<file path="config.mk">
export PLATFORM = sky130hd
export DESIGN_NAME = add_and_nor_unit
export DESIGN_NICKNAME = d
export VERILOG_FILES = /design/src/rtl/alu_pkg.sv /design/src/rtl/add_and_nor_unit_full_adder.sv /design/src/rtl/add_and_nor_unit.sv
export SDC_FILE = /design/constraint.sdc
export NUM_CORES = 1
export LEC_CHECK = 0
export ABC_AREA = 1
export BUFFER_PORTS_ARGS = -buffer_cell sky130_fd_sc_hd__buf_2
export CORE_ASPECT_RATIO = 0.75
export CORE_MARGIN = 2
export CORE_UTILIZATION = 40
export DETAILED_ROUTE_END_ITERATION = 10
export PLACE_DENSITY = 0.74
export RECOVER_POWER = 100
export SKIP_CTS_REPAIR_TIMING = 1
export SLEW_MARGIN = 0
export SYNTH_ARGS = -nofsm -noshare
export SYNTH_HDL_FRONTEND = slang
export SYNTH_SLANG_ARGS = --single-unit
</file>
<file path="constraint.sdc">
create_clock -name clk -period 1.8 [get_ports clk]
set_input_delay 0.27 -clock clk [delete_from_list [all_inputs] [get_ports clk]]
set_output_delay 0.27 -clock clk [all_outputs]
set_load 0.005 [all_outputs]
</file>
<file path="src/rtl/alu_pkg.sv">
// ---------------------------------------------------------------------------
// alu_pkg
//   Shared definitions for the MIPS datapath ALU slices.
//   - ALU_WIDTH      : datapath width (32 only)
//   - ALU_* codes    : 4-bit ALU control encodings from the ALU control decoder
//   - op_sel_e       : internal operation select for the ADD/AND/NOR slice
//   - decode_op()    : maps an ALU control code onto op_sel_e
// ---------------------------------------------------------------------------
package alu_pkg;

   localparam int unsigned ALU_WIDTH = 32;

   localparam logic [3:0] ALU_AND = 4'b0000;
   localparam logic [3:0] ALU_ADD = 4'b0010;
   localparam logic [3:0] ALU_SUB = 4'b0110;
   localparam logic [3:0] ALU_SLT = 4'b0111;
   localparam logic [3:0] ALU_NOR = 4'b1100;
   localparam logic [3:0] ALU_SLL = 4'b1110;

   typedef enum logic [1:0] {
      OP_AND     = 2'd0,
      OP_ADD     = 2'd1,
      OP_NOR     = 2'd2,
      OP_ILLEGAL = 2'd3
   } op_sel_e;

   // SUB, SLT and SLL are served by other slices, so this slice treats them
   // as illegal just like any unassigned code.
   function automatic op_sel_e decode_op(input logic [3:0] ctl);
      op_sel_e sel;
      unique case (ctl)
         ALU_AND: sel = OP_AND;
         ALU_ADD: sel = OP_ADD;
         ALU_NOR: sel = OP_NOR;
         default: sel = OP_ILLEGAL;
      endcase
      return sel;
   endfunction

endpackage : alu_pkg

</file>
<file path="src/rtl/add_and_nor_unit_full_adder.sv">
// ---------------------------------------------------------------------------
// full_adder_1bit
//   One bit cell of the ripple-carry adder.
//   Ports:
//     a, b  : operand bits
//     cin   : carry in from the next lower bit
//     s     : sum bit
//     cout  : carry out to the next higher bit
// ---------------------------------------------------------------------------
module full_adder_1bit (
   input  logic a,
   input  logic b,
   input  logic cin,
   output logic s,
   output logic cout
);

   logic p;

   // Propagate term is shared between the sum and the carry equations.
   assign p    = a ^ b;
   assign s    = p ^ cin;
   assign cout = (a & b) | (cin & p);

endmodule : full_adder_1bit

</file>
<file path="src/rtl/add_and_nor_unit.sv">
// ---------------------------------------------------------------------------
// add_and_nor_unit
//   Registered 32-bit ADD / AND / NOR slice of the MIPS datapath ALU.
//   A ripple-carry adder, an AND array and a NOR array run in parallel; the
//   ALU control code selects one, and the result plus flags are captured in
//   the output register on the edge where in_valid is high.
//   Ports:
//     clk         : rising-edge clock
//     reset       : asynchronous, active-high reset
//     in_valid    : request strobe, operands sampled when 1
//     ALUControl  : operation select (AND=0000, ADD=0010, NOR=1100)
//     rs, rt      : operands A and B
//     result      : registered result
//     zero        : registered, 1 when the accepted result is 0
//     carry       : registered carry-out of the top bit (ADD only)
//     overflow    : registered signed overflow (ADD only)
//     out_valid   : 1 for one cycle per accepted request
//     illegal_op  : registered, 1 when the accepted code is unsupported
// ---------------------------------------------------------------------------
module add_and_nor_unit
   import alu_pkg::*;
#(
   parameter int unsigned WIDTH = ALU_WIDTH
) (
   input  logic             clk,
   input  logic             reset,
   input  logic             in_valid,
   input  logic [3:0]       ALUControl,
   input  logic [WIDTH-1:0] rs,
   input  logic [WIDTH-1:0] rt,
   output logic [WIDTH-1:0] result,
   output logic             zero,
   output logic             carry,
   output logic             overflow,
   output logic             out_valid,
   output logic             illegal_op
);

   // ------------------------------------------------------------------
   // Ripple-carry adder
   // ------------------------------------------------------------------
   logic [WIDTH:0]   chain;
   logic [WIDTH-1:0] sum;

   assign chain[0] = 1'b0;

   for (genvar i = 0; i < WIDTH; i++) begin : g_adder
      full_adder_1bit u_fa (
         .a    (rs[i]),
         .b    (rt[i]),
         .cin  (chain[i]),
         .s    (sum[i]),
         .cout (chain[i+1])
      );
   end

   // ------------------------------------------------------------------
   // Bitwise AND / NOR arrays
   // ------------------------------------------------------------------
   logic [WIDTH-1:0] and_out;
   logic [WIDTH-1:0] nor_out;

   for (genvar i = 0; i < WIDTH; i++) begin : g_logic
      assign and_out[i] = rs[i] & rt[i];
      assign nor_out[i] = ~(rs[i] | rt[i]);
   end

   // ------------------------------------------------------------------
   // Result / flag select
   // ------------------------------------------------------------------
   op_sel_e          sel;
   logic [WIDTH-1:0] next_result;
   logic             next_carry;
   logic             next_overflow;
   logic             legal;

   assign sel = decode_op(ALUControl);

   always_comb begin
      next_result   = '0;
      next_carry    = 1'b0;
      next_overflow = 1'b0;
      legal         = 1'b1;
      unique case (sel)
         OP_ADD: begin
            next_result   = sum;
            next_carry    = chain[WIDTH];
            // Same-sign operands whose sum flips sign.
            next_overflow = (rs[WIDTH-1] == rt[WIDTH-1]) &&
                            (sum[WIDTH-1] != rs[WIDTH-1]);
         end
         OP_AND: next_result = and_out;
         OP_NOR: next_result = nor_out;
         default: legal = 1'b0;
      endcase
   end

   // ------------------------------------------------------------------
   // Output register
   //   An illegal request updates only illegal_op/out_valid; the datapath
   //   outputs keep the last legal result.
   // ------------------------------------------------------------------
   always_ff @(posedge clk or posedge reset) begin
      if (reset) begin
         result     <= '0;
         zero       <= 1'b0;
         carry      <= 1'b0;
         overflow   <= 1'b0;
         out_valid  <= 1'b0;
         illegal_op <= 1'b0;
      end else begin
         out_valid <= in_valid;
         if (in_valid) begin
            illegal_op <= ~legal;
            if (legal) begin
               result   <= next_result;
               zero     <= (next_result == '0);
               carry    <= next_carry;
               overflow <= next_overflow;
            end
         end
      end
   end

endmodule : add_and_nor_unit

</file>
## Word level (Yosys, flattened, before mapping)

Cells that the tools add are included.
Widths: inputs -> output; s select.

- Mux-type cells: 5
- Reduce and logical (&&, ||, !) cells: 6
- Equality and inequality tests: 6
- Bitwise gates (word level): 222

Operators with widths:

| cell | count |
|---|---|
| $pmux 32 s3 | 1 |
| $and 1x1->1 | 63 |
| $or 1x1->1 | 63 |
| $xor 1x1->1 | 63 |
| $not 1->1 | 33 |
| $logic_not 32->1 | 1 |
| $pmux 2 s3 | 1 |
| $eq 4x2->1 const B | 1 |
| $eq 4x4->1 const B | 1 |
| $logic_not 4->1 | 1 |
| $mux 1 | 3 |
| $reduce_or 3->1 | 1 |
| $eq 2x1->1 const B | 1 |
| $eq 2x2->1 const B | 1 |
| $logic_not 2->1 | 1 |
| $reduce_and 2->1 | 1 |
| $eq 1x1->1 | 1 |
| $logic_and 1x1->1 | 1 |
| $ne 1x1->1 | 1 |

- Bits of input ports: 71
- Word-level logic and storage cells: 245
- Register bits after elaboration: 37

## Depth between registers and ports, before layout

- Depth in word-level cells: 65
- Mapped depth: 47
- Depth with buffers taken out: 47

## By module

From an unflattened synthesis, not the netlist that was laid out.

- Cell total of the unflattened synthesis: 455
- Area total of the unflattened synthesis: 3276.9 µm²

By module, submodules not included:

| module | seq. area each (µm²) | instances | area an instance (µm²) | cells each |
|---|---|---|---|---|
| add_and_nor_unit | 925.9 | 1 | 2636.3 | 423 |
| full_adder_1bit | 0.0 | 32 | 20.0 | 1 |

## Worst setup path before layout

OpenSTA, ideal clock, no wires.

- Kind: in2reg
- Start point: in rs[0]
- End point: reg zero
- Path buffers: 0
- Arrival: 12.193 ns
- Required time: 1.722 ns
- Path slack: -10.471 ns
- Stages: 47
- Path through: ha_1 > inv_1 > fa_1 > fa_1 > fa_1 > fa_1 > fa_1 > fa_1 > fa_1 > fa_1 > fa_1 > fa_1 > fa_1 > fa_1 > fa_1 > fa_1 > fa_1 > fa_1 > [... 11 more ...] > inv_1 > fa_1 > fa_1 > inv_1 > fa_1 > inv_1 > fa_1 > inv_1 > fa_1 > fa_1 > inv_1 > nand3_1 > nand3_1 > nor2_1 > nand2_1 > nor2_1 > nand2_1 > o21bai_1

- Word-level cells in the longest chain between the ends: 64
- Elaborated cells on any way between the ends: 97
- Those cells by class: mux (1); bitwise (95); reduce/logical (1)

RTL lines:

| item | line | source |
|---|---|---|
| start, declared | add_and_nor_unit.sv:29 | `input logic [WIDTH-1:0] rs,` |
| $and 1x1->1 | add_and_nor_unit_full_adder.sv:23, add_and_nor_unit.sv:64 |  |
| $and 1x1->1 | add_and_nor_unit_full_adder.sv:23 | `assign cout = (a & b) \| (cin & p);` |
| $or 1x1->1 | add_and_nor_unit_full_adder.sv:23 |  |
| $and 1x1->1 | add_and_nor_unit_full_adder.sv:23 |  |
| $or 1x1->1 | add_and_nor_unit_full_adder.sv:23 |  |
| $and 1x1->1 | add_and_nor_unit_full_adder.sv:23 |  |
| $or 1x1->1 | add_and_nor_unit_full_adder.sv:23 |  |
| $and 1x1->1 | add_and_nor_unit_full_adder.sv:23 |  |
| [... 48 more ...] | -- |  |
| $or 1x1->1 | add_and_nor_unit_full_adder.sv:23 |  |
| $and 1x1->1 | add_and_nor_unit_full_adder.sv:23 |  |
| $or 1x1->1 | add_and_nor_unit_full_adder.sv:23 |  |
| $and 1x1->1 | add_and_nor_unit_full_adder.sv:23 |  |
| $or 1x1->1 | add_and_nor_unit_full_adder.sv:23 |  |
| $xor 1x1->1 | add_and_nor_unit_full_adder.sv:22 | `assign s = p ^ cin;` |
| $pmux 32 s3 (*) | add_and_nor_unit.sv:84 | `unique case (sel)` |
| $logic_not 32->1 (*) | add_and_nor_unit.sv:117 | `zero <= (next_result == '0);` |
| end signal, assigned | add_and_nor_unit.sv:117 |  |
| end, declared | add_and_nor_unit.sv:32 | `output logic zero,` |

Mark *: on every way between the ends. The rest lies on a longest branch, timed or not.
A chain may end at the register's enable or synchronous reset.

## Final worst setup path

Same ends and word-level chain as after synthesis.

==> metrics.txt <==
# TYPE chip_impl_metric gauge
chip_impl_info{name="status",value="finished, violations left"} 1
chip_impl_info{name="violations_in_the_final_reports",value="negative setup slack"} 1
chip_impl_metric{name="design.final.nets",unit=""} 872
chip_impl_metric{name="design.die.area",unit="sq um"} 10900
chip_impl_metric{name="first_pass_grt_wire_length",unit="um"} 18400
chip_impl_metric{name="post_synth_instance_area",unit="sq um"} 4040
chip_impl_metric{name="slowest_delay",unit="ns"} 0.50
chip_impl_metric{name="dpl.hpwl",unit="um"} 9130
chip_impl_metric{name="global_route.usage.total",unit="%"} 20.8
chip_impl_metric{name="grt.overflow.total",unit=""} 0
chip_impl_metric{name="worst_ep_arrival_time",unit="ns"} 11.91
chip_impl_metric{name="layout-drive-gt1-share",unit="%"} 46.4
chip_impl_info{name="setup.worst_path.class",value="primary input to flop"} 1
chip_impl_info{name="grt_setup_unrepaired",value="yes"} 1
chip_impl_metric{name="clkPwrFrac",unit="%"} 35.5
chip_impl_metric{name="ys.warnings.count",unit=""} 0
chip_impl_metric{name="power.sequential.fraction",unit="%"} 30.3
chip_impl_metric{name="switching_share",unit="%"} 29.7
chip_impl_metric{name="dpl_cell_area",unit="sq um"} 5540
chip_impl_metric{name="finalSetupViolations",unit=""} 32
chip_impl_info{name="critical_path.endpoint_type",value="flop"} 1
chip_impl_info{name="timing.critical_path.max_delay_family",value="adder cells"} 1
chip_impl_metric{name="power.static_leakage",unit="nW"} 3.52
chip_impl_info{name="tritoncts",value="yes"} 1
chip_impl_metric{name="netSwitchingPower",unit="mW"} 0.932
chip_impl_metric{name="first_global_vias",unit=""} 3997
chip_impl_metric{name="max_slew.worst_pin.slew",unit="ns"} 0.879
chip_impl_info{name="cts-root-buf",value="sky130_fd_sc_hd__clkbuf_16"} 1
chip_impl_metric{name="remaining_drc_errors",unit=""} 0
chip_impl_metric{name="layout_worst_path_cycle_share",unit="%"} 651
chip_impl_metric{name="detailedRoute.firstIterationViolations",unit=""} 236
chip_impl_metric{name="final_max_slew_viol_count",unit=""} 0
chip_impl_metric{name="vias_per_cell",unit=""} 4.84
chip_impl_metric{name="worst_skew_pair.late_latency",unit="ns"} 0.28
chip_impl_metric{name="finalWeightedCongestion",unit=""} 0.886
chip_impl_metric{name="clock_sinks",unit=""} 37
chip_impl_metric{name="synth_top_cell_area_share",unit="%"} 22.9
chip_impl_metric{name="initial_cell_density_of_the_core",unit="%"} 41.5
chip_impl_info{name="timing.critical_path.mode_cell",value="sky130_fd_sc_hd__fa_2"} 1
chip_impl_metric{name="antenna_cells",unit=""} 0
chip_impl_metric{name="rows",unit=""} 31
chip_impl_metric{name="final-hold-violation-count",unit=""} 0
chip_impl_metric{name="power.combinational.fraction",unit="%"} 34.1
chip_impl_metric{name="intPower",unit="mW"} 2.21
chip_impl_metric{name="sequential_share_of_the_synthesized_area",unit="%"} 22.9
chip_impl_metric{name="worstPathBufferInverterCount",unit=""} 9
chip_impl_metric{name="max_freq",unit="MHz"} 85.3
chip_impl_info{name="timing.critical_path.slowest_stage_cell",value="sky130_fd_sc_hd__fa_1"} 1
chip_impl_metric{name="clock_buffer_count_from_cts",unit=""} 5
chip_impl_metric{name="timing.slew.headroom",unit="%"} 41.4
chip_impl_metric{name="totalPowerFinal",unit="mW"} 3.14
chip_impl_metric{name="async_flop_share",unit="%"} 100
chip_impl_metric{name="detail_route.wirelength",unit="um"} 11900
chip_impl_metric{name="final_area",unit="sq um"} 6090
chip_impl_metric{name="power.density",unit="nW/um^2"} 516
chip_impl_metric{name="number_of_antenna_violations_at_the_first_check_in_global_routing",unit=""} 0
chip_impl_metric{name="critPathMaxFanout",unit=""} 2
chip_impl_metric{name="clk_pin_slew",unit="ns"} 0.05
chip_impl_metric{name="syn_to_final_growth",unit="%"} 50.7
chip_impl_metric{name="drtAntennaViolNets",unit=""} 0
chip_impl_metric{name="htree_levels",unit=""} 2
chip_impl_metric{name="placeableCoreArea",unit="sq um"} 9740
chip_impl_metric{name="number_of_inserted_filler_cells_in_the_final_layout",unit=""} 812
chip_impl_metric{name="worst_ir_drop_vdd",unit="mV"} 0.361
chip_impl_metric{name="worst_clock_skew",unit="ns"} 0
chip_impl_metric{name="i_o_pin_total",unit=""} 108
chip_impl_metric{name="synth_nets",unit=""} 674
chip_impl_metric{name="fin_tns_setup",unit="ns"} -176.47
chip_impl_metric{name="routed-via-count",unit=""} 4060
chip_impl_metric{name="die-width",unit="um"} 120
chip_impl_info{name="synth.top_cells.by_count",value="sky130_fd_sc_hd__nand2_1 (102), sky130_fd_sc_hd__nand3_1 (96), sky130_fd_sc_hd__inv_1 (80), sky130_fd_sc_hd__ha_1 (64)"} 1
chip_impl_metric{name="clock_tree.buffer_depth",unit=""} 2
chip_impl_info{name="hold_path.class",value="primary input to flop"} 1
chip_impl_metric{name="drv_cap",unit=""} 0
chip_impl_metric{name="drt-pass1-iter-count",unit=""} 4
chip_impl_metric{name="synth.lib_cells_used.distinct",unit=""} 21
chip_impl_metric{name="timing.final.ws_setup",unit="ns"} -9.92
chip_impl_metric{name="synth-seq-cells",unit=""} 37
chip_impl_info{name="start_kind",value="primary input"} 1
chip_impl_metric{name="fp.dieH",unit="um"} 91.1
chip_impl_metric{name="postSynthAreaPerCell",unit="sq um"} 7.96
chip_impl_metric{name="edff_count_synth",unit=""} 0
chip_impl_metric{name="grt_start_max_net_pins",unit=""} 63
chip_impl_info{name="post-synth-top-area-cell",value="sky130_fd_sc_hd__dfrtp_1"} 1
chip_impl_metric{name="required",unit="ns"} 1.99
chip_impl_metric{name="final.min_clock_period",unit="ns"} 11.72
chip_impl_info{name="synth_ff_type",value="sky130_fd_sc_hd__dfrtp_1"} 1
chip_impl_metric{name="post_drt_wl_per_cell",unit="um"} 14.2
chip_impl_metric{name="syn_inst",unit=""} 508
chip_impl_info{name="most_area_consuming_cells_after_synthesis",value="sky130_fd_sc_hd__dfrtp_1 (23%), sky130_fd_sc_hd__ha_1 (20%), sky130_fd_sc_hd__fa_1 (15%), sky130_fd_sc_hd__nand3_1 (12%), sky130_fd_sc_hd__nand2_1 (9.5%)"} 1
chip_impl_metric{name="numPortBuffers",unit=""} 107
chip_impl_info{name="synthMostInstantiatedCell",value="sky130_fd_sc_hd__nand2_1"} 1
cells in the final DEF (no fill, tap or decap), drive strengths merged:
master    n
buf     200
nand2   103
nand3    96
inv      80
ha       64
nor2     39
dfrtp    37
fa       31
clkbuf   21
nand3b   18
o21ai     9
clkinv    2
bufinv    2
o31ai     2
o21a      1
a21oi     1
o21bai    1
power by group through the flow:
stage / clock network, mW / registers [mW] / logic, mW
finish: 1.12 / 0.954 / 1.07
global placement: 0 / 0.960 / 0.939
global route: 1.17 / 0.959 / 1.20
floorplan: 0 / 0.963 / 0.488
detailed placement: 0 / 0.965 / 0.991
CTS: 1.12 / 0.951 / 0.994
layer usage:
metal	share of wire [%]	up-vias	GRT usage, %
met5	0	-	0
met1	44	1930	28.5
met3	6.3	15	2.64
li1	-	1963	-
met4	1.4	0	5.10
met2	49	152	34.8
worst paths after layout:
kind                       depth (start not counted)       from         end  slack [ns]
max reg2reg                                        3       zero        zero        1.00
max in group asynchronous                          3      reset  result[18]        1.01
min                                                1   in_valid   out_valid        0.16
min in group asynchronous                          3      reset  result[26]        0.25
max                                               48      rs[0]        zero       -9.92
min reg2reg                                        2  result[8]   result[8]        0.47
sequential cells by signal (all words and copies together), names as in the netlist:
register and count:
illegal_op 1, zero 1, carry 1, result 32
overflow 1, out_valid 1
worst register-to-register path, delay by kind of cell, from the launching register on:
kind,cells,cell delay [ns]
AOI/OAI and AO/OA,1,0.17
buffers and inverters,1,0.06
and+or+nand+nor,1,0.05
DFF,1,0.40
metrics by stage:
stage / hold WS, ns / setup WS [ns] / util [%] / cells
finish: 0.159 / -9.92 / 62.6 / 839
global placement: 0.385 / -9.93 / 56.9 / 829
detailed placement: 0.389 / -10.15 / 56.9 / 829
global route: 0.171 / -10.24 / 62.6 / 839
floorplan: 0.301 / -9.53 / - / 508
CTS: 0.0993 / -9.87 / 58.8 / 837
logic make-up after synthesis:
kind of cell	synth area share, %
AOI/OAI and AO/OA	1.98
adders and majority gates	35.2
buffers and inverters	11.3
DFF	22.9
and+or+nand+nor	28.6
layout make-up:
class | count | area [sq um] | area share [%]
inverter | 81 | 308 | 5.05
timing repair buffer | 216 | 1460 | 24.0
tap | 132 | 165 | 2.71
multi-input combinational | 365 | 3040 | 49.9
clock inverter | 3 | 65.1 | 1.07
clock buffer | 5 | 125 | 2.05
sequential | 37 | 926 | 15.2
Power figures use the tool's default switching activity.
